## config.mk

```make
export PLATFORM = sky130hd
export DESIGN_NAME = serial_bla_sub_flat
export DESIGN_NICKNAME = d
export VERILOG_FILES = /design/src/rtl/serial_bla_sub_if.sv /design/src/rtl/serial_bla_sub.sv /design/src/flat_wrapper.sv
export SDC_FILE = /design/constraint.sdc
export NUM_CORES = 1
export LEC_CHECK = 0
export BUFFER_PORTS_ARGS = -buffer_cell sky130_fd_sc_hd__buf_2
export CORE_MARGIN = 4
export CORE_UTILIZATION = 46
export DETAILED_ROUTE_END_ITERATION = 12
export PLACE_DENSITY = 0.69
export SYNTH_ARGS = -nofsm -noshare
export SYNTH_HDL_FRONTEND = slang
export SYNTH_SLANG_ARGS = --single-unit
export TNS_END_PERCENT = 5
```

## constraint.sdc

```tcl
create_clock -name clk -period 3 [get_ports clk]
set_input_delay 0.6 -clock clk [delete_from_list [all_inputs] [get_ports clk]]
set_output_delay 0.6 -clock clk [all_outputs]
set_load 0.1 [all_outputs]
```

## src/rtl/serial_bla_sub_if.sv

```systemverilog
// Operand/result handshake bundle for serial_bla_sub.
// The ovf signal exists only when SERIAL_SUB_OVF_EN is defined.
interface serial_bla_sub_if #(
  parameter int width = 32
);
  logic             in_valid;
  logic             in_ready;
  logic [width-1:0] a;
  logic [width-1:0] b;
  logic             bin;
  logic             out_valid;
  logic             out_ready;
  logic [width-1:0] d;
  logic             bout;
`ifdef SERIAL_SUB_OVF_EN
  logic             ovf;
`endif

  modport master (
    output in_valid, a, b, bin, out_ready,
    input  in_ready, out_valid, d, bout
`ifdef SERIAL_SUB_OVF_EN
    , input ovf
`endif
  );

  modport slave (
    input  in_valid, a, b, bin, out_ready,
    output in_ready, out_valid, d, bout
`ifdef SERIAL_SUB_OVF_EN
    , output ovf
`endif
  );
endinterface

```

## src/rtl/serial_bla_sub.sv

```systemverilog
// Nibble-serial borrow-lookahead subtractor: d = a - b - bin over width/4 cycles.
// Define SERIAL_SUB_OVF_EN to add the registered signed-overflow output ovf.
module serial_bla_sub #(
  parameter int width = 32
) (
  input logic             clk,
  input logic             rst_n,
  serial_bla_sub_if.slave bus
);
  localparam int N  = width / 4;
  localparam int CW = (N > 1) ? $clog2(N) : 1;
  localparam logic [CW-1:0] KLAST = CW'(N - 1);

  localparam logic [1:0] IDLE = 2'd0;
  localparam logic [1:0] RUN  = 2'd1;
  localparam logic [1:0] DONE = 2'd2;

  logic [1:0]       state;
  logic [width-1:0] a_r;
  logic [width-1:0] b_r;
  logic             br;
  logic [CW-1:0]    k;
  logic [width-1:0] d_r;
  logic             bout_r;
  logic [3:0]       nib_diff;
  logic             br_next;
  logic [4:0]       nib_full;

  // Group borrow-out: generate/propagate lookahead across the four bits.
  function automatic logic nib_borrow(input logic [3:0] x, input logic [3:0] y, input logic bi);
    logic [3:0] g;
    logic [3:0] p;
    logic       gg;
    g  = ~x & y;
    p  = ~x | y;
    gg = g[3] | (p[3] & (g[2] | (p[2] & (g[1] | (p[1] & g[0])))));
    return gg | ((&p) & bi);
  endfunction

  // Borrow into bit 3 of the group, needed for the signed overflow term.
  function automatic logic msb_borrow(input logic [3:0] x, input logic [3:0] y, input logic bi);
    logic [3:0] g;
    logic [3:0] p;
    g = ~x & y;
    p = ~x | y;
    return g[2] | (p[2] & (g[1] | (p[1] & (g[0] | (p[0] & bi)))));
  endfunction

  // Operands are shifted right each cycle so the active nibble sits at [3:0].
  assign nib_full = {1'b0, a_r[3:0]} - {1'b0, b_r[3:0]} - {4'b0000, br};
  assign nib_diff = nib_full[3:0];
  assign br_next  = nib_borrow(a_r[3:0], b_r[3:0], br);

  assign bus.in_ready  = (state == IDLE);
  assign bus.out_valid = (state == DONE);
  assign bus.d         = d_r;
  assign bus.bout      = bout_r;

`ifdef SERIAL_SUB_OVF_EN
  logic ovf_r;
  assign bus.ovf = ovf_r;

  always_ff @(posedge clk or negedge rst_n) begin
    if (!rst_n) begin
      ovf_r <= 1'b0;
    end else if (state == RUN && k == KLAST) begin
      ovf_r <= msb_borrow(a_r[3:0], b_r[3:0], br) ^ br_next;
    end
  end
`endif

  always_ff @(posedge clk or negedge rst_n) begin
    if (!rst_n) begin
      state  <= IDLE;
      a_r    <= '0;
      b_r    <= '0;
      br     <= 1'b0;
      k      <= '0;
      d_r    <= '0;
      bout_r <= 1'b0;
    end else begin
      case (state)
        IDLE: begin
          if (bus.in_valid) begin
            a_r   <= bus.a;
            b_r   <= bus.b;
            br    <= bus.bin;
            k     <= '0;
            state <= RUN;
          end
        end
        RUN: begin
          d_r[{k, 2'b00} +: 4] <= nib_diff;
          br  <= br_next;
          a_r <= a_r >> 4;
          b_r <= b_r >> 4;
          k   <= k + 1'b1;
          if (k == KLAST) begin
            bout_r <= br_next;
            state  <= DONE;
          end
        end
        DONE: begin
          if (bus.out_ready) state <= IDLE;
        end
        default: state <= IDLE;
      endcase
    end
  end
endmodule

```

## src/flat_wrapper.sv

```systemverilog
// flat-port wrapper written by rule: the top's interface ports become plain ports
module serial_bla_sub_flat 
#(
  parameter int width = 32
)
  (clk, rst_n, bus_in_valid, bus_a, bus_b, bus_bin, bus_out_ready, bus_in_ready, bus_out_valid, bus_d, bus_bout);
  serial_bla_sub_if #(.width(width)) bus_i ();
  input logic clk;
  input logic rst_n;
  input wire logic [$bits(bus_i.in_valid)-1:0] bus_in_valid;
  input wire logic [$bits(bus_i.a)-1:0] bus_a;
  input wire logic [$bits(bus_i.b)-1:0] bus_b;
  input wire logic [$bits(bus_i.bin)-1:0] bus_bin;
  input wire logic [$bits(bus_i.out_ready)-1:0] bus_out_ready;
  output wire logic [$bits(bus_i.in_ready)-1:0] bus_in_ready;
  output wire logic [$bits(bus_i.out_valid)-1:0] bus_out_valid;
  output wire logic [$bits(bus_i.d)-1:0] bus_d;
  output wire logic [$bits(bus_i.bout)-1:0] bus_bout;
  assign bus_i.in_valid = bus_in_valid;
  assign bus_i.a = bus_a;
  assign bus_i.b = bus_b;
  assign bus_i.bin = bus_bin;
  assign bus_i.out_ready = bus_out_ready;
  assign bus_in_ready = bus_i.in_ready;
  assign bus_out_valid = bus_i.out_valid;
  assign bus_d = bus_i.d;
  assign bus_bout = bus_i.bout;
  serial_bla_sub #(.width(width)) u_core (.clk(clk), .rst_n(rst_n), .bus(bus_i));
endmodule
```

Yosys cells after proc, flatten, opt, wreduce, memory -nomap -nowiden

Index checks and enable logic that the tools add are counted.

Bits in registers: 103
Input bits: 69
Output and inout bits: 35
Word-level logic and storage cells: 49

Add/subtract/negate cells: 4
Equality and inequality tests: 6
Shifts and indexed selects: 2
Muxes and demuxes: 13
Bitwise logic cells: 11
Reductions and logical operators: 6

Operator list:

| cell                                                 | number |
|---|---|
| one-hot mux 32 bit (2 select lines)                  | 2 |
| 2-to-1 mux 32 bit                                    | 2 |
| bitwise mux 32 bit                                   | 1 |
| variable shift 4 x 7 -> 32 bit, first input constant | 1 |
| indexed part select 4 x 7 -> 32 bit                  | 1 |
| negation 5 -> 7 bit                                  | 1 |
| 2-to-1 mux 2 bit                                     | 3 |
| one-hot mux 2 bit (3 select lines)                   | 1 |
| one-hot mux 3 bit (2 select lines)                   | 1 |
| AND 1 bit                                            | 4 |
| AND 4 bit                                            | 1 |
| inequality test 2 bit, second input constant         | 2 |
| NOT 4 bit                                            | 1 |
| OR 1 bit                                             | 4 |
| OR 4 bit                                             | 1 |
| AND reduction 2 bit                                  | 2 |
| AND reduction 4 bit                                  | 1 |
| subtractor 4 x 1 -> 4 bit                            | 1 |
| subtractor 4 bit                                     | 1 |
| adder 3 x 1 -> 3 bit, second input constant          | 1 |
| equality test 3 bit, second input constant           | 1 |
| 2-to-1 mux 3 bit                                     | 1 |
| AND reduction 3 bit                                  | 1 |
| equality test 2 x 1 -> 1 bit, second input constant  | 1 |
| 6 further kinds                                      | 6 |

Depth between registers and ports, before layout

Gate-level depths: netlist of run 1.

Depth in word-level cells: 10
Gate-level depth with buffers: 8
Gate-level depth less buffers: 8

Worst setup path after synthesis of run 1

No wires, ideal clock.

Path kind: flip-flop to output port
From: reg u_core.state[1]
To: out bus_in_ready
Data arrival time: 1970 ps
Data required time: 2400 ps
Setup slack: 430 ps
Stages on the path, launching flop included: 4
Path buffers: 2
Cell sequence: dfrtp_1 > buf_4 > clkbuf_1 > nor2_1

Cells in the longest elaborated chain, start to end: 1

RTL lines:

| item                   | line                  | source |
|---|---|---|
| from (decl)            | serial_bla_sub.sv:18  | `logic [1:0] state;` |
| from (signal assigned) | serial_bla_sub.sv:74  | `state <= IDLE;` |
| from (signal assigned) | serial_bla_sub.sv:89  | `state <= RUN;` |
| from (signal assigned) | serial_bla_sub.sv:100 | `state <= DONE;` |
| logical NOT 2 bit      | serial_bla_sub.sv:54  | `assign bus.in_ready = (state == IDLE);` |
| to (decl)              | flat_wrapper.sv:15    | `output wire logic [$bits(bus_i.in_ready)-1:0] bus_in_ready;` |

Every way passes these cells.

Final worst setup path of run 1

From: reg u_core.k[0]
To: reg u_core.d_r[25], in the netlist u_core.bus.d[25]

Cells in the longest elaborated chain, start to end: 3

RTL lines:

| item                                                                                         | line                 | source |
|---|---|---|
| from (decl)                                                                                  | serial_bla_sub.sv:22 | `logic [CW-1:0] k;` |
| from (signal assigned)                                                                       | serial_bla_sub.sv:97 | `k <= k + 1'b1;` |
| negation 5 -> 7 bit *                                                                        | serial_bla_sub.sv:93 | `d_r[{k, 2'b00} +: 4] <= nib_diff;` |
| indexed part select 4 x 7 -> 32 bit / variable shift 4 x 7 -> 32 bit (equally long branches) | serial_bla_sub.sv:93 |  |
| bitwise mux 32 bit *                                                                         | serial_bla_sub.sv:93 |  |
| to (signal, indexed assignment)                                                              | serial_bla_sub.sv:93 |  |
| to (decl)                                                                                    | serial_bla_sub.sv:23 | `logic [width-1:0] d_r;` |

Every way passes the cells marked *; elsewhere a longest branch is shown, timed or not.
A chain may end at the register's enable or synchronous reset.

==> results of run 1 <==
cells in the mapped netlist, drive strengths merged, types with 2 or more instances:
| cell | n |
|---|---|
| dfrtp | 103 |
| nand2 | 84 |
| o21ai | 74 |
| mux2i | 55 |
| inv | 19 |
| buf | 15 |
| ha | 15 |
| mux2 | 12 |
| clkbuf | 11 |
| nor2 | 11 |
| a21oi | 10 |
| nor2b | 10 |
| o2bb2ai | 8 |
| and2 | 6 |
| nand3 | 6 |
| a31oi | 5 |
| o31ai | 4 |
| xnor2 | 4 |
| nor3 | 3 |
| a22o | 2 |
| nor4b | 2 |
| or3 | 2 |
critical path, delay by kind of cell (launching register included):
| kind | cells | cell delay (ns) |
|---|---|---|
| DFF | 1 | 0.60 |
| muxes | 1 | 0.31 |
| buffers and inverters | 1 | 0.16 |
| and+or+nand+nor | 2 | 0.73 |
| adders and majority gates | 2 | 0.57 |
flip-flops by register name, indices dropped and copies added, names as in the netlist:
signal and count:
u_core.a_r 32, u_core.b_r 32, u_core.br 1, u_core.bus.bout 1, u_core.bus.d 32, u_core.k 3
u_core.state 2
final timing paths:
kind	slack (ns)	end	cells past startpoint	from
max	0.52	u_core.bus.d[25]	6	u_core.k[0]
min in group clk	0.45	u_core.state[1]	2	bus_out_ready
min	0.32	u_core.a_r[10]	1	rst_n
max reg2reg	0.52	u_core.bus.d[25]	6	u_core.k[0]
max in group asynchronous	1.98	u_core.bus.d[29]	2	rst_n
min reg2reg	0.48	u_core.bus.d[1]	2	u_core.bus.d[1]
routing by layer:
layer / vias up / track usage / share of wire
li1: 1823 / - / -
met1: 1717 / 0.227 / 0.46
met2: 82 / 0.278 / 0.47
met3: 12 / 0.0402 / 0.055
met4: 0 / 0.0535 / 0.013
met5: - / 0 / 0
per-stage QoR:
stage	utilization	instances	cell area (µm²)
after floorplan	-	472	4930
after detailed placement	0.540	694	5600
after global routing	0.559	710	5790
after CTS	0.559	710	5790
final	0.559	710	5790
after global placement	0.540	694	5600
kinds of logic after synthesis:
family,synth area share
buffers and inverters,0.0431
adder cells (fa/ha/maj),0.0421
flip-flops,0.522
multiplexers,0.139
AO/OA/AOI/OAI,0.120
XOR/XNOR,0.00887
AND/OR/NAND/NOR,0.124
layout by cell type (no fill, tap or decap), types with 5 or more instances in the layout:
cell / count
sky130_fd_sc_hd__nor2b_1: 9
sky130_fd_sc_hd__o21ai_0: 74
sky130_fd_sc_hd__nor2_1: 11
sky130_fd_sc_hd__inv_1: 19
sky130_fd_sc_hd__mux2_2: 12
sky130_fd_sc_hd__dfrtp_1: 103
sky130_fd_sc_hd__mux2i_1: 55
sky130_fd_sc_hd__a31oi_1: 5
sky130_fd_sc_hd__buf_4: 7
sky130_fd_sc_hd__nand2_1: 84
sky130_fd_sc_hd__a21oi_1: 10
sky130_fd_sc_hd__buf_2: 102
sky130_fd_sc_hd__ha_1: 15
sky130_fd_sc_hd__clkbuf_8: 9
sky130_fd_sc_hd__o2bb2ai_1: 8
sky130_fd_sc_hd__and2_1: 6
sky130_fd_sc_hd__nand3_1: 6
cell type report:
class                   count  area share
clock buffers              10      0.0220
inverters                  19      0.0123
clock inverters             6      0.0117
repair buffers            112       0.108
flip-flops and latches    103       0.445
well taps                 136      0.0294
multi-input cells         324       0.372
power groups by stage:
| stage | registers, mW | clock network [mW] | logic (mW) |
|---|---|---|---|
| after floorplan | 3.35 | 0 | 2.07 |
| after global placement | 2.31 | 0 | 3.97 |
| after detailed placement | 2.33 | 0 | 4.07 |
| after CTS | 2.30 | 0.908 | 4.08 |
| after global routing | 2.37 | 0.953 | 4.36 |
| final | 2.30 | 0.878 | 4.02 |
==> results.txt, run 1 <==
----------------------------------------------------
[Synth]
  Number of enable flip-flop cells after synthesis ... 0
  Cell type with the largest total area after synthesis ... sky130_fd_sc_hd__dfrtp_1
  Distinct cell type count after synthesis ... 40
  Fraction of registers with async set/reset ... 1.00
  Fraction of the yosys area taken by sequential cells ... 0.522
  Commonest register cell after synthesis ... sky130_fd_sc_hd__dfrtp_1
  Number of flip-flops and latches in the synthesized netlist ... 103
  Number of standard cells after synthesis ... 472
  Synth Warn # ... 0
  Post-synthesis instance area ... 4930 µm²
  Main area contributors after synthesis ... sky130_fd_sc_hd__dfrtp_1 52%, sky130_fd_sc_hd__mux2i_1 11%, sky130_fd_sc_hd__o21ai_0 7.5%, sky130_fd_sc_hd__nand2_1 6.4%, sky130_fd_sc_hd__ha_1 3.8%
  Area share of the largest cell type after synthesis ... 0.522
  Post-synthesis average cell area ... 10.5 µm²
  Post-synth net total ... 557

[Power]
  Switching Share ... 0.502
  Logic gate share of total power ... 0.559
  Peak ir drop on the vdd network ... 0.806 mV
  Power density normalized to cell area ... 1240 nW/µm²
  Leakage power total ... 2.99 nW
  Internal Pwr Total ... 3.59 mW
  Clock power share ... 0.122
  Sequential power share ... 0.319
  Tot Pwr ... 7.20 mW
  Switching power ... 3.61 mW

[Clocking]
  PostCTS Resize Cnt ... 0
  Hold_buf cts ... 0
  CTS root buf ... sky130_fd_sc_hd__clkbuf_8
  Clk Latency, worst-skew pair ... 0.36 ns
  Clock buffer count from CTS ... 9
  Number of buffers added for setup after CTS ... 0
  Clock-pin transition on the worst setup and hold timing paths ... 0.11 ns
  # H-tree levels ... 3
  Sink Count ... 103
  CTS tree ... yes
  Maximum count of clock buffers along a single path ... 2

[Floorplanning]
  Top-level I/O count ... 104
  Die area ... 12400 µm²
  Placement Rows ... 37
  Area of the placeable core ... 10400 µm²
  Chip width ... 112 µm
  Die height ... 112 µm
  Initial core utilization ... 0.476

[Timing]
  Max Clock Skew ... 0.0167 ns
  Setup WS post-layout ... 0.518 ns
  RSZ-0062 raised after global routing ... no
  Setup TNS ... 0 ns
  Worst Tran Pin Value ... 0.838 ns
  Share of the clock period used by the worst path after layout ... 0.827
  Maximum clock rate ... 403 MHz
  Clock period minus worst slack ... 2.48 ns
  Hold Vio Cnt, Final ... 0
  Final count of negative-setup-slack endpoints ... 0
  Slew HR ... 0.441
  Minimum hold slack ... 0.321 ns
  Slew Limit Fails ... 0

[Placed design]
  Final GP Congestion ... 0.793
  Worst slack after detailed placement ... 0.528 ns
  Total half-perimeter wirelength after legalization and detailed placement ... 7760 µm
  # port buffers ... 103

[Worst setup path]
  Standard cell with the maximum stage delay on the critical path ... sky130_fd_sc_hd__dfrtp_1
  Data required time of the worst path ... 3.25 ns
  Highest cell delay on the worst timing path ... 0.60 ns
  Kind of critical path ... reg2reg
  Endpoint class of the critical path ... flip-flop
  Highest net fanout along the worst path ... 12
  Most numerous cell on the critical path ... sky130_fd_sc_hd__ha_1
  Worst setup SP type ... flip-flop
  List of cells traversed by the critical path ... inv_1, ha_1, ha_1, nor3_1, nand2_1, mux2_2
  Data arrival time of the worst path ... 2.73 ns

[Cells and area]
  Layout Area Growth over Synthesis ... 17.4%
  Diode insertion count for antenna repair ... 0
  Footprint of the multi-input gates ... 2160 µm²
  NumNets Final ... 654
  Sequential cell area ... 2580 µm²
  Fraction of layout cells with a size suffix above 1 ... 0.254
  Layout fillers ... 939

[Detailed routing]
  Total wirelength of the detailed-routed design ... 10500 µm
  Total iterations of the first detailed-routing run ... 4
  DRT antenna net count ... 0
  Total number of vias ... 3634
  Initial drt markers ... 139
  Routed wire length per instance ... 14.7 µm
  Via-per-instance ratio ... 5.12
  Post-route DRC violation count ... 0

[Global route]
  Initial antenna violation count ... 0
  Tot GR Track Use ... 0.170
  Wire length of the first global-routing pass ... 17400 µm
  Residual overflow from global routing ... 0
  Via count of the first global-routing pass ... 3566
  Pin count of the biggest net entering global routing ... 66

[Hold path]
  Path category of the worst min-delay check ... in2async

[Run status]
  Run status ... completed

[Flow run]
  Maximum capacitance violations ... 0

----------------------------------------------------
Power figures use the tool's default switching activity.
==> run 2, diff against run 1 <==
--- a/config.mk
+++ b/config.mk
@@ -9,7 +9,7 @@
 export CORE_MARGIN = 4
 export CORE_UTILIZATION = 46
 export DETAILED_ROUTE_END_ITERATION = 12
-export PLACE_DENSITY = 0.69
+export PLACE_DENSITY = 0.72
 export SYNTH_ARGS = -nofsm -noshare
 export SYNTH_HDL_FRONTEND = slang
 export SYNTH_SLANG_ARGS = --single-unit
==> constraint.sdc (replaced) <==
create_clock -name clk -period 2.08 [get_ports clk]
set_input_delay 0.416 -clock clk [delete_from_list [all_inputs] [get_ports clk]]
set_output_delay 0.416 -clock clk [all_outputs]
set_load 0.1 [all_outputs]
==> results.txt, run 2 (synthesis results as in run 1) <==
----------------------------------------------------
[Run status]
  Run status ... completed (unchanged)

[Global route]
  Global-route met2 utilization ... 0.294 (was 0.278)
  Residual overflow from global routing ... 0 (unchanged)
  Tot GR Track Use ... 0.179 (was 0.170)
  Global routing met3 resource utilization ... 0.0495 (was 0.0402)
  Via count of the first global-routing pass ... 3864 (was 3566)
  Wire length of the first global-routing pass ... 18500 µm (was 17400 µm)
  Highest-utilization routing layer at the global route stage ... met2 (unchanged)
  Pin count of the biggest net entering global routing ... 56 (was 66)
  Global routing usage on met1 ... 0.234 (was 0.227)
  Initial antenna violation count ... 0 (unchanged)

[Detailed routing]
  Via-per-instance ratio ... 5.15 (was 5.12)
  Initial drt markers ... 158 (was 139)
  Total wirelength of the detailed-routed design ... 10900 µm (was 10500 µm)
  Post-route DRC violation count ... 0 (unchanged)
  Total iterations of the first detailed-routing run ... 4 (unchanged)
  DRT antenna net count ... 0 (unchanged)
  Total number of vias ... 3720 (was 3634)
  Routed wire length per instance ... 15.1 µm (was 14.7 µm)

[Clocking]
  Sink Count ... 103 (unchanged)
  Maximum count of clock buffers along a single path ... 2 (unchanged)
  Clock buffer count from CTS ... 9 (unchanged)
  CTS tree ... yes (unchanged)
  Clock-pin transition on the worst setup and hold timing paths ... 0.10 ns (was 0.11 ns)
  Number of buffers added for setup after CTS ... 0 (unchanged)
  CTS root buf ... sky130_fd_sc_hd__clkbuf_8 (unchanged)
  # H-tree levels ... 3 (unchanged)
  Clk Latency, worst-skew pair ... 0.37 ns (was 0.36 ns)

[Floorplanning]
  Top-level I/O count ... 104 (unchanged)
  Initial core utilization ... 0.476 (unchanged)
  Chip width ... 112 µm (unchanged)
  Die area ... 12400 µm² (unchanged)
  Die height ... 112 µm (unchanged)
  Placement Rows ... 37 (unchanged)
  Area of the placeable core ... 10400 µm² (unchanged)

[Worst setup path]
  Kind of critical path ... reg2out (was reg2reg)
  Data arrival time of the worst path ... 1.64 ns (was 2.73 ns)
  Endpoint class of the critical path ... output port (was flip-flop)
  Data required time of the worst path ... 1.66 ns (was 3.25 ns)
  Worst setup SP type ... flip-flop (unchanged)
  R2r startpoint ... u_core.b_r[0] (was u_core.k[0])
  Highest net fanout along the worst path ... 17 (was 12)
  Worst setup startpoint ... u_core.state[0] (was u_core.k[0])

[Timing]
  Setup TNS ... 0 ns (unchanged)
  Final count of negative-setup-slack endpoints ... 0 (unchanged)
  Max Clock Skew ... 0.0128 ns (was 0.0167 ns)
  Maximum clock rate ... 487 MHz
  Slew HR ... 0.594 (was 0.441)
  Worst Tran Pin Value ... 0.609 ns (was 0.838 ns)
  Clock period minus worst slack ... 2.05 ns
  Share of the clock period used by the worst path after layout ... 0.986
  Hold Vio Cnt, Final ... 0 (unchanged)
  Minimum hold slack ... 0.0427 ns (was 0.321 ns)
  RSZ-0062 raised after global routing ... yes (was no)
  Setup WS post-layout ... 0.0284 ns (was 0.518 ns)
  Slew Limit Fails ... 0 (unchanged)

[Power]
  Leakage power total ... 3.06 nW (was 2.99 nW)
  Tot Pwr ... 10.9 mW (was 7.20 mW)
  Sequential power share ... 0.297 (was 0.319)
  Peak ir drop on the vdd network ... 1.21 mV (was 0.806 mV)
  Switching power ... 5.41 mW (was 3.61 mW)
  Clock power share ... 0.117 (was 0.122)
  Switching Share ... 0.496 (was 0.502)
  Power density normalized to cell area ... 1830 nW/µm² (was 1240 nW/µm²)
  Logic gate share of total power ... 0.586 (was 0.559)
  Internal Pwr Total ... 5.49 mW (was 3.59 mW)

[Cells and area]
  Fraction of layout cells with a size suffix above 1 ... 0.285 (was 0.254)
  Layout Area Growth over Synthesis ... 21.0% (was 17.4%)
  Most frequent cells in the layout ... 103 x sky130_fd_sc_hd__dfrtp_1, 101 x sky130_fd_sc_hd__buf_2, 84 x sky130_fd_sc_hd__nand2_1, 69 x sky130_fd_sc_hd__o21ai_0, 55 x sky130_fd_sc_hd__mux2i_1 (was 103 x sky130_fd_sc_hd__dfrtp_1, 102 x sky130_fd_sc_hd__buf_2, 84 x sky130_fd_sc_hd__nand2_1, 74 x sky130_fd_sc_hd__o21ai_0, 55 x sky130_fd_sc_hd__mux2i_1)
  Layout fillers ... 930 (was 939)
  Final std cells w/o fill ... 722 (was 710)
  NumNets Final ... 666 (was 654)
  Most common cell after layout, fill and taps aside ... sky130_fd_sc_hd__dfrtp_1 (unchanged)
  Diode insertion count for antenna repair ... 0 (unchanged)

[Placed design]
  Total half-perimeter wirelength after legalization and detailed placement ... 7990 µm (was 7760 µm)
  Placed Instances ... 706 (was 694)
  Final GP Congestion ... 0.809 (was 0.793)
  # port buffers ... 103 (unchanged)
  Worst slack after detailed placement ... -0.0906 ns (was 0.528 ns)

[Flow run]
  Maximum capacitance violations ... 0 (unchanged)

[Hold path]
  Path category of the worst min-delay check ... in2async (unchanged)

----------------------------------------------------
[run 2: cell count changes in the layout (fill, tap and decap cells not counted), moves of 2 or more]
cell | previous run | this run
sky130_fd_sc_hd__ha_1 | 15 | 12
sky130_fd_sc_hd__clkinv_4 | 0 | 2
sky130_fd_sc_hd__nor2_1 | 11 | 9
sky130_fd_sc_hd__ha_4 | 0 | 2
sky130_fd_sc_hd__buf_4 | 7 | 18
sky130_fd_sc_hd__nor2_2 | 0 | 2
sky130_fd_sc_hd__o21ai_0 | 74 | 69
sky130_fd_sc_hd__buf_12 | 3 | 5
sky130_fd_sc_hd__o31ai_1 | 4 | 2
sky130_fd_sc_hd__o21ai_1 | 0 | 4
sky130_fd_sc_hd__clkinvlp_4 | 2 | 0
sky130_fd_sc_hd__inv_6 | 2 | 0
[run 2: worst paths after layout]
check | to | slack [ns] | cells past startpoint
worst max-delay path | bus_out_valid | 0.03 | 5
worst min register to register | u_core.bus.d[0] | 0.49 | 2
max in group asynchronous | u_core.state[0] | 1.39 | 2
min in group clk | u_core.state[1] | 0.24 | 2
worst min-delay path | u_core.a_r[11] | 0.04 | 1
worst max register to register | u_core.bus.d[4] | 0.06 | 7
[run 2: area by class of cell]
type	instances	area, µm²	area share
Clock buffer	11	141	0.0237
Inverter	19	71.3	0.0119
Timing Repair Buffer	124	741	0.124
Multi-Input combinational cell	324	2210	0.370
Sequential cell	103	2580	0.432
Tap cell	136	170	0.0285
Clock inverter	5	57.6	0.00964
[run 2: timing repair]
item,in CTS,in global routing
hold endpoints to repair,0,0
pin swaps,1,9
hold buffers,0,0
setup endpoints to repair,5,22
resized for setup,2,12
[run 2: per-layer routing]
| metal | routed length, µm | vias up | share of wire |
|---|---|---|---|
| li1 | - | 1846 | - |
| met3 | 754 | 12 | 0.069 |
| met1 | 4870 | 1758 | 0.45 |
| met4 | 128 | 0 | 0.012 |
| met5 | 0 | - | 0 |
| met2 | 5180 | 104 | 0.47 |
[run 2: worst max-delay path, cell delays in order, from the launching register on]
cell and delay (ns):
sky130_fd_sc_hd__dfrtp_1 0.44, sky130_fd_sc_hd__buf_4 0.22, sky130_fd_sc_hd__inv_1 0.21, sky130_fd_sc_hd__nand2_1 0.12, sky130_fd_sc_hd__inv_1 0.11, sky130_fd_sc_hd__buf_12 0.18
[run 2: through the flow]
step                cell area [µm²]  utilization
finish                         5970        0.576
CTS                            5920        0.571
global route                   5970        0.576
global placement               5720        0.551
floorplan                      4940            -
detailed placement             5720        0.551
[run 2: power groups by stage]
stage / clock, mW / combinational (mW) / sequential, mW
after floorplan: 0 / 2.98 / 4.83
after global placement: 0 / 6.05 / 3.25
after detailed placement: 0 / 6.23 / 3.28
after CTS: 1.30 / 6.27 / 3.24
after global routing: 1.38 / 6.88 / 3.35
final: 1.27 / 6.39 / 3.24
==> run 3, diff against run 2 <==
--- a/config.mk
+++ b/config.mk
@@ -6,10 +6,10 @@
 export NUM_CORES = 1
 export LEC_CHECK = 0
 export BUFFER_PORTS_ARGS = -buffer_cell sky130_fd_sc_hd__buf_2
-export CORE_MARGIN = 4
+export CORE_MARGIN = 5
 export CORE_UTILIZATION = 46
 export DETAILED_ROUTE_END_ITERATION = 12
-export PLACE_DENSITY = 0.72
+export PLACE_DENSITY = 0.69
 export SYNTH_ARGS = -nofsm -noshare
 export SYNTH_HDL_FRONTEND = slang
 export SYNTH_SLANG_ARGS = --single-unit
==> constraint.sdc (replaced) <==
create_clock -name clk -period 2.2 [get_ports clk]
set_input_delay 0.44 -clock clk [delete_from_list [all_inputs] [get_ports clk]]
set_output_delay 0.44 -clock clk [all_outputs]
set_load 0.1 [all_outputs]
==> results.txt, run 3 (synthesis results as in run 1) <==
----------------------------------------------------
[Worst setup path]
  Reg2Reg Setup Slack ... 0.12 ns (was 0.06 ns)
  Worst reg2reg path endpoint ... u_core.bus.d[23] (was u_core.bus.d[4])
  Highest net fanout along the worst path ... 8 (was 17)
  Worst setup SP type ... flip-flop (unchanged)
  Worst Reg-to-Reg Cells ... 9 (was 7)
  Data required time of the worst path ... 2.47 ns (was 1.66 ns)
  Data arrival time of the worst path ... 2.35 ns (was 1.64 ns)
  R2r startpoint ... u_core.b_r[0] (unchanged)
  Endpoint class of the critical path ... flip-flop (was output port)
  Kind of critical path ... reg2reg (was reg2out)

[Clocking]
  CTS tree ... yes (unchanged)
  Clock buffer count from CTS ... 9 (unchanged)
  CTS root buf ... sky130_fd_sc_hd__clkbuf_8 (unchanged)
  Clk Latency, worst-skew pair ... 0.36 ns (was 0.37 ns)
  Clock-pin transition on the worst setup and hold timing paths ... 0.11 ns (was 0.10 ns)
  # H-tree levels ... 3 (unchanged)
  Maximum count of clock buffers along a single path ... 2 (unchanged)
  Sink Count ... 103 (unchanged)

[Detailed routing]
  DRT antenna net count ... 0 (unchanged)
  Post-route DRC violation count ... 0 (unchanged)
  Initial drt markers ... 169 (was 158)
  Via-per-instance ratio ... 5.07 (was 5.15)
  Total iterations of the first detailed-routing run ... 4 (unchanged)
  Total number of vias ... 3666 (was 3720)
  Total wirelength of the detailed-routed design ... 10700 µm (was 10900 µm)
  Routed wire length per instance ... 14.8 µm (was 15.1 µm)

[Hold path]
  Worst min-delay path endpoint ... u_core.state[1]
  Path category of the worst min-delay check ... in2reg (was in2async)
  Start point of the worst hold path ... bus_out_ready
  Hold path cells ... 2

[Cells and area]
  Most frequent cells in the layout ... 103 x sky130_fd_sc_hd__dfrtp_1, 100 x sky130_fd_sc_hd__buf_2, 84 x sky130_fd_sc_hd__nand2_1, 73 x sky130_fd_sc_hd__o21ai_0, 55 x sky130_fd_sc_hd__mux2i_1 (was 103 x sky130_fd_sc_hd__dfrtp_1, 101 x sky130_fd_sc_hd__buf_2, 84 x sky130_fd_sc_hd__nand2_1, 69 x sky130_fd_sc_hd__o21ai_0, 55 x sky130_fd_sc_hd__mux2i_1)
  Layout Area Growth over Synthesis ... 20.0% (was 21.0%)
  NumNets Final ... 667 (was 666)
  Fraction of layout cells with a size suffix above 1 ... 0.278 (was 0.285)
  Diode insertion count for antenna repair ... 0 (unchanged)
  Most common cell after layout, fill and taps aside ... sky130_fd_sc_hd__dfrtp_1 (unchanged)

[Global route]
  Tot GR Track Use ... 0.173 (was 0.179)
  Via count of the first global-routing pass ... 3765 (was 3864)
  Residual overflow from global routing ... 0 (unchanged)
  Pin count of the biggest net entering global routing ... 70 (was 56)
  Wire length of the first global-routing pass ... 18100 µm (was 18500 µm)
  Initial antenna violation count ... 1 (was 0)

[Power]
  Leakage power total ... 3.06 nW (about the same)
  Peak ir drop on the vdd network ... 1.10 mV (was 1.21 mV)
  Tot Pwr ... 10.0 mW (was 10.9 mW)
  Power density normalized to cell area ... 1690 nW/µm² (was 1830 nW/µm²)

[Timing]
  RSZ-0062 raised after global routing ... yes (unchanged)
  Hold Vio Cnt, Final ... 0 (unchanged)
  Maximum clock rate ... 481 MHz
  Final count of negative-setup-slack endpoints ... 0 (unchanged)
  Slew HR ... 0.621 (was 0.594)
  Setup WS post-layout ... 0.123 ns (was 0.0284 ns)
  Slew Limit Fails ... 0 (unchanged)
  Share of the clock period used by the worst path after layout ... 0.944
  Max Clock Skew ... 0.0149 ns (was 0.0128 ns)
  Setup TNS ... 0 ns (unchanged)
  Worst Tran Pin Value ... 0.554 ns (was 0.609 ns)
  Clock period minus worst slack ... 2.08 ns

[Floorplanning]
  Chip width ... 114 µm (was 112 µm)
  Initial core utilization ... 0.474 (was 0.476)
  Die area ... 12900 µm² (was 12400 µm²)
  Area of the placeable core ... 10400 µm² (about the same)
  Top-level I/O count ... 104 (unchanged)
  Placement Rows ... 37 (unchanged)
  Die height ... 114 µm (was 112 µm)

[Placed design]
  Final GP Congestion ... 0.810 (was 0.809)
  Worst slack after detailed placement ... -0.0214 ns (was -0.0906 ns)
  Total half-perimeter wirelength after legalization and detailed placement ... 7880 µm (was 7990 µm)
  # port buffers ... 103 (unchanged)

[Flow run]
  Maximum capacitance violations ... 0 (unchanged)

[Run status]
  Run status ... completed (unchanged)

----------------------------------------------------
## run 3: worst max path at each step
| stage | cells after the start | from | endpoint |
|---|---|---|---|
| final | 9 | u_core.b_r[0] | u_core.bus.d[23] |
| after global routing | 9 | u_core.b_r[0] | u_core.bus.d[23] |
| after CTS | 9 | u_core.b_r[0] | u_core.bus.d[23] |
| after detailed placement | 9 | u_core.b_r[0] | u_core.bus.d[23] |
| after global placement | 9 | u_core.b_r[0] | u_core.bus.d[23] |
| after floorplan | 8 | u_core.br | u_core.bus.d[3] |
## run 3: metal layers
layer | GRT usage | vias up | part of all wire
met1 | 0.233 | 1732 | 0.46
met3 | 0.0488 | 6 | 0.073
li1 | - | 1839 | -
met4 | 0.0449 | 2 | 0.0051
met2 | 0.274 | 87 | 0.46
met5 | 0 | - | 0.0012
## run 3: report_power, final
part | leakage, nW | switching, mW | total [mW] | internal (mW)
sequential | 1.34 | 0.453 | 3.08 | 2.63
clock | 0.0963 | 0.684 | 1.15 | 0.462
combinational | 1.62 | 3.88 | 5.80 | 1.91
## run 3: worst max-delay path, stage by stage, from the launching register on
cell	delay (ns)
sky130_fd_sc_hd__dfrtp_1	0.39
sky130_fd_sc_hd__inv_1	0.07
sky130_fd_sc_hd__fa_1	0.53
sky130_fd_sc_hd__inv_1	0.05
sky130_fd_sc_hd__ha_1	0.18
sky130_fd_sc_hd__o21ai_2	0.15
sky130_fd_sc_hd__nand3_1	0.11
sky130_fd_sc_hd__xnor2_1	0.13
sky130_fd_sc_hd__buf_4	0.17
sky130_fd_sc_hd__o31ai_2	0.23
## run 3: final cells by class
cell class | count | area, µm²
fill | 925 | 4490
sequential | 103 | 2580
multi-input combinational | 324 | 2170
timing repair buffer | 125 | 741
tap | 136 | 170
clock buffer | 10 | 138
inverter | 19 | 71.3
clock inverter | 6 | 52.6
## run 3: through the flow
step / instance area [µm²] / hold WS (ns) / utilization / std cells
2_1_floorplan: 4940 / 0.144 / - / 472
3_3_place_gp: 5690 / 0.362 / 0.546 / 704
3_5_place_dp: 5690 / 0.365 / 0.546 / 704
4_1_cts: 5890 / 0.275 / 0.566 / 721
5_1_grt: 5920 / 0.277 / 0.569 / 723
6_report: 5920 / 0.293 / 0.569 / 723
## run 3: timing repair
action | in CTS | in global routing
endpoints found under the setup margin | 1 | 5
hold buffers | 1 | 0
buffers inserted | 0 | 2
pin swaps | 0 | 1
resized for setup | 1 | 4
endpoints found under the hold margin | 22 | 0
